$ cat config.mk
export PLATFORM = sky130hd
export DESIGN_NAME = cpld_bank_latch_sync
export DESIGN_NICKNAME = d
export VERILOG_FILES = /design/src/rtl/cpld_bank_latch_sync.sv
export SDC_FILE = /design/constraint.sdc
export NUM_CORES = 1
export LEC_CHECK = 0
export BUFFER_PORTS_ARGS = -buffer_cell sky130_fd_sc_hd__buf_4
export CORE_MARGIN = 4
export CORE_UTILIZATION = 55
export DETAILED_ROUTE_END_ITERATION = 6
export GPL_ROUTABILITY_DRIVEN = 0
export PLACE_DENSITY = 0.8
export REMOVE_ABC_BUFFERS = 1
export SLEW_MARGIN = 20
export SYNTH_ARGS = -nofsm -noshare
export SYNTH_HDL_FRONTEND = slang
export SYNTH_SLANG_ARGS = --single-unit
$ cat constraint.sdc
create_clock -name clk -period 3 [get_ports clk]
set_input_delay 0.6 -clock clk [delete_from_list [all_inputs] [get_ports clk]]
set_output_delay 0.6 -clock clk [all_outputs]
set_load 0.01 [all_outputs]
$ cat src/rtl/cpld_bank_latch_sync.sv
// -----------------------------------------------------------------------------
// cpld_bank_latch_sync
//
// Synchronous replacement for the 512K RAM expansion bank-select latch. The
// asynchronous Z80 I/O-write strobes, address bit 15, data bus and CPC bus
// reset are brought into the clk domain through equal-depth synchronizer
// chains. The write strobe is glitch-filtered, and a gate-array RAM
// configuration write (adr15=0, data[7:6]=11) loads the 6-bit bank value.
//
// Parameters:
//   SYNC_STAGES  flops per synchronizer chain (2..3)
//   FILTER       consecutive qualified samples needed before capture (1..15)
//
// Ports:
//   clk           system clock, rising-edge active
//   reset         synchronous active-high reset
//   cpc_reset_b   CPC bus reset, asynchronous, active low
//   iorq_b        Z80 I/O request, active low, asynchronous
//   wr_b          Z80 write strobe, active low, asynchronous
//   adr15         Z80 address bit 15, asynchronous
//   data          Z80 data bus, asynchronous
//   ramblock      current bank configuration {ccc,bbb}
//   ramblock_upd  one-cycle pulse when ramblock is loaded from a bus write
//   busy          high whenever the FSM is not idle
// -----------------------------------------------------------------------------
module cpld_bank_latch_sync #(
   parameter int unsigned SYNC_STAGES = 2,
   parameter int unsigned FILTER      = 2
) (
   input  logic       clk,
   input  logic       reset,
   input  logic       cpc_reset_b,
   input  logic       iorq_b,
   input  logic       wr_b,
   input  logic       adr15,
   input  logic [7:0] data,
   output logic [5:0] ramblock,
   output logic       ramblock_upd,
   output logic       busy
);

   localparam logic [3:0] FILT_W = 4'(FILTER);

   typedef enum logic [1:0] {
      S_IDLE,
      S_QUAL,
      S_HOLD
   } state_t;

   // Synchronizer chains, all of identical depth so data stays aligned with
   // the strobes.
   logic [SYNC_STAGES-1:0] iorq_sq;
   logic [SYNC_STAGES-1:0] wr_sq;
   logic [SYNC_STAGES-1:0] adr15_sq;
   logic [SYNC_STAGES-1:0] cpcrst_sq;
   logic [7:0]             data_sq [SYNC_STAGES];

   logic       iorq_s;
   logic       wr_s;
   logic       adr15_s;
   logic       cpcrst_s;
   logic [7:0] data_s;

   always_ff @(posedge clk) begin
      if (reset) begin
         iorq_sq   <= '1;
         wr_sq     <= '1;
         adr15_sq  <= '1;
         cpcrst_sq <= '1;
         for (int unsigned i = 0; i < SYNC_STAGES; i++) begin
            data_sq[i] <= '0;
         end
      end else begin
         iorq_sq   <= {iorq_sq[SYNC_STAGES-2:0], iorq_b};
         wr_sq     <= {wr_sq[SYNC_STAGES-2:0], wr_b};
         adr15_sq  <= {adr15_sq[SYNC_STAGES-2:0], adr15};
         cpcrst_sq <= {cpcrst_sq[SYNC_STAGES-2:0], cpc_reset_b};
         data_sq[0] <= data;
         for (int unsigned i = 1; i < SYNC_STAGES; i++) begin
            data_sq[i] <= data_sq[i-1];
         end
      end
   end

   assign iorq_s   = iorq_sq[SYNC_STAGES-1];
   assign wr_s     = wr_sq[SYNC_STAGES-1];
   assign adr15_s  = adr15_sq[SYNC_STAGES-1];
   assign cpcrst_s = cpcrst_sq[SYNC_STAGES-1];
   assign data_s   = data_sq[SYNC_STAGES-1];

   // Filter FSM and registered outputs
   state_t     state_q, state_d;
   logic [3:0] cnt_q, cnt_d;
   logic [5:0] ramblock_q;
   logic       upd_q;
   logic       busy_q;
   logic       rst_q;      // previous cycle was held in reset
   logic       qual;
   logic       capture;
   logic       ram_wr;

   assign qual   = ~iorq_s & ~wr_s & ~adr15_s;
   assign ram_wr = capture & (data_s[7:6] == 2'b11);

   always_comb begin
      state_d = state_q;
      cnt_d   = cnt_q;
      capture = 1'b0;
      if (rst_q) begin
         // Coming out of reset with the strobe still low means we are in the
         // middle of an aborted write: park in HOLD until iorq_b goes high.
         state_d = iorq_s ? S_IDLE : S_HOLD;
         cnt_d   = '0;
      end else begin
         case (state_q)
            S_IDLE: begin
               if (qual) begin
                  cnt_d = 4'd1;
                  if (FILTER == 1) begin
                     capture = 1'b1;
                     state_d = S_HOLD;
                  end else begin
                     state_d = S_QUAL;
                  end
               end
            end
            S_QUAL: begin
               if (qual) begin
                  cnt_d = cnt_q + 4'd1;
                  if ((cnt_q + 4'd1) == FILT_W) begin
                     capture = 1'b1;
                     state_d = S_HOLD;
                  end
               end else begin
                  cnt_d   = '0;
                  state_d = S_IDLE;
               end
            end
            S_HOLD: begin
               if (iorq_s) begin
                  cnt_d   = '0;
                  state_d = S_IDLE;
               end
            end
            default: begin
               cnt_d   = '0;
               state_d = S_IDLE;
            end
         endcase
      end
   end

   always_ff @(posedge clk) begin
      if (reset || !cpcrst_s) begin
         // Either reset source beats a capture on the same edge.
         state_q    <= S_IDLE;
         cnt_q      <= '0;
         ramblock_q <= '0;
         upd_q      <= 1'b0;
         busy_q     <= 1'b0;
         rst_q      <= 1'b1;
      end else begin
         state_q <= state_d;
         cnt_q   <= cnt_d;
         busy_q  <= (state_d != S_IDLE);
         upd_q   <= ram_wr;
         rst_q   <= 1'b0;
         if (ram_wr) begin
            ramblock_q <= data_s[5:0];
         end
      end
   end

   assign ramblock     = ramblock_q;
   assign ramblock_upd = upd_q;
   assign busy         = busy_q;

endmodule

==> flow_metrics.tcl <==
set metrics [dict create \
    status "completed" \
    timing.rr.start "cnt_q[0]" \
    fin_area_sq_mm 0.00155 \
    die_height_um 57.1 \
    first_pass_iters 4 \
    synth.distinct_cells 26 \
    die-area_sq_mm 0.00326 \
    drt-initial-drc-count 16 \
    cts-buffers-inserted 5 \
    num_antenna_cells 0 \
    vias_per_cell 4.88 \
    grt.total_usage_pct 14.4 \
    coreArea_sq_mm 0.00225 \
    cts_tree "yes" \
    seq_power_share_pct 65.0 \
    criticalPathCategory "reg -> reg" \
    setup_tns_ns 0 \
    tightest_slew_ns 0.448 \
    avgSynthCellArea_sq_um 10.3 \
    path_clk_slew_ns 0.10 \
    dpl_cell_area_sq_mm 0.00149 \
    synth_seq_area_share_pct 58.8 \
    min_from "cpcrst_sq[0]" \
    netlist.top_cell.by_area "dfxtp_1" \
    final.setup_skew_ns 0.00655 \
    comb_power_share_pct 4.5 \
    drc 0 \
    synth_top_area_share_pct 58.8 \
    grt_max_degree 26 \
    startpoint "cnt_q[0]" \
    pin_count 22 \
    power_switching_mw 0.163 \
    synth_most_common_cell "dfxtp_1" \
    cp-start-kind "flop" \
    rsz0062_at_grt "no" \
    wl_per_cell_um 11.0 \
    hpwl_mm 1.47 \
    setup_viol 0 \
    clockPowerShare_pct 30.5 \
    ctsResizeCount 0 \
    drv_cap 0 \
    filler_cell_count 184 \
    crit_path_end "ramblock[1]" \
    final_nets 169 \
    drv_slew 0 \
    synth_edf_count 0 \
    worstReg2RegEnd "ramblock[1]" \
    layout_min_cycle_time_ns 1.86 \
    cts_sinks 39 \
    rows 17 \
    detail-route-antenna-nets 0 \
    cts_hold_buf 0 \
    fmax_mhz 538 \
    port_buffers 21 \
    r2r_cells 5 \
    grt_pass1_wl_mm 3.54 \
    yosys_warnings 0 \
    internal_power_mw 0.665 \
    power.leakage_nw 0.627 \
    async_flop_share_pct 0 \
    clkLatencyLatePin_ns 0.32 \
    switching_share_pct 19.7 \
    antenna_found_initial 0 \
    end_kind "flop" \
    vdd_ir_drop_max_uv 516 \
    yosys_most_used_dff "dfxtp_1" \
    post-route-util_pct 68.8 \
    synthCells 129 \
    r2r_setup_slack_ns 1.14 \
    clockBufferDepth 2 \
    synth_area_leaders "dfxtp_1 59%, nor2b_1 8.5%, mux2i_1 4.5%" \
    grt_overflow 0 \
    cts_max_level 2 \
    postCtsSetupBuffers 0 \
    cp_max_fo 7 \
    die_w_um 57.1 \
    hold_depth 1 \
    ys_ff_latch 39 \
    synthTopCellsByCount "39 x dfxtp_1, 18 x nor2b_1, 13 x nand2_1" \
    worstPathRequired_ns 3.26 \
    grt_pass1_vias 912 \
    finalCritPeriodShare_pct 61.9 \
    synthesis.area_sq_mm 0.00133 \
    cts-root-buf "clkbuf_4" \
    areaGrowthSynthToFinish_pct 16.8 \
    slew_headroom_pct 69.8 \
    hold_viol_final 0 \
    arrival_ns 2.12 \
    initial_core_util_pct 58.9 \
    vias 884 \
    drive_gt1_share_pct 25.5 \
    hp-class "reg -> reg" \
    power.density_mw_per_mm2 534 \
    wirelength_mm 1.99 \
]
==> cells in the final DEF, fill, tap and decap left out, types with 2 or more instances in the layout <==
| cell | Yosys | layout |
|---|---|---|
| dfxtp_1 | 39 | 39 |
| clkbuf_4 | 0 | 5 |
| nor3_1 | 4 | 4 |
| nand2_1 | 13 | 13 |
| nor4_1 | 2 | 2 |
| inv_1 | 4 | 4 |
| or2_2 | 8 | 8 |
| ha_1 | 2 | 2 |
| buf_4 | 0 | 22 |
| mux2i_1 | 6 | 6 |
| a21oi_1 | 6 | 6 |
| nor2_1 | 6 | 6 |
| o21ai_0 | 2 | 2 |
| nor2b_1 | 18 | 18 |
| nand3_1 | 2 | 2 |
| and2_1 | 2 | 2 |
==> metrics by stage <==
| stage | hold slack (ns) | setup WS (ns) | power, mW | std cells |
|---|---|---|---|---|
| 4_1_cts | 0.411 | 1.12 | 0.840 | 181 |
| 3_5_place_dp | 0.394 | 1.16 | 0.588 | 174 |
| 2_1_floorplan | 0.389 | 1.38 | 0.566 | 124 |
| 6_report | 0.411 | 1.14 | 0.828 | 181 |
| 3_3_place_gp | 0.393 | 1.29 | 0.587 | 174 |
| 5_1_grt | 0.428 | 1.00 | 0.875 | 181 |
==> cells by family after synthesis <==
family / Yosys count / synth area share, %
adder cells (fa/ha/maj): 2 / 1.88
AO/OA/AOI/OAI: 12 / 5.56
multiplexers: 6 / 4.52
AND/OR/NAND/NOR: 61 / 25.5
buffers and inverters: 9 / 3.68
flip-flops: 39 / 58.8
==> worst max-delay path, stage by stage (launching register included) <==
cell and delay (ns):
dfxtp_1 0.46, ha_1 0.21, nand2_1 0.06, nor4_1 0.35
o2111a_1 0.47, mux2i_1 0.25
==> registers in the layout (all words and copies together), names as in the netlist <==
name,cells
rst_q,1
cnt_q,4
ramblock_upd,1
state_q,2
busy,1
adr15_sq,2
cpcrst_sq,2
ramblock,6
wr_sq,2
iorq_sq,2
data_sq,16
==> area by class of cell <==
class                      count  area, sq um  area share [%]
clock buffer                   6         51.3            3.31
clock inverter                 1         5.00           0.323
inverter                       4         15.0           0.969
multi-input combinational     81          498            32.1
sequential                    39          781            50.4
tap                           28         35.0            2.26
timing repair buffer          22          165            10.7
==> power by group through the flow <==
| stage | clock network (mW) | registers, mW | logic, mW |
|---|---|---|---|
| floorplan | 0 | 0.549 | 0.0172 |
| global placement | 0 | 0.550 | 0.0364 |
| global route | 0.292 | 0.540 | 0.0421 |
| finish | 0.253 | 0.538 | 0.0370 |
| detailed placement | 0 | 0.550 | 0.0378 |
| CTS | 0.264 | 0.538 | 0.0378 |
==> worst min-delay path by stage <==
stage                   end  slack, ns
6_report       cpcrst_sq[1]       0.41
5_1_grt         adr15_sq[0]       0.43
4_1_cts            wr_sq[1]       0.41
3_5_place_dp       wr_sq[1]       0.39
3_3_place_gp   cpcrst_sq[1]       0.39
2_1_floorplan   adr15_sq[1]       0.39
==> routing by layer <==
layer,wire [um],part of all wire (%),vias up,track usage [%]
met4,31,1.6,0,10.9
li1,-,-,463,-
met3,100,5.0,5,5.43
met1,812,41,396,14.0
met5,0,0,-,0
met2,1050,53,20,24.5
(Power assumes the default switching activity.)
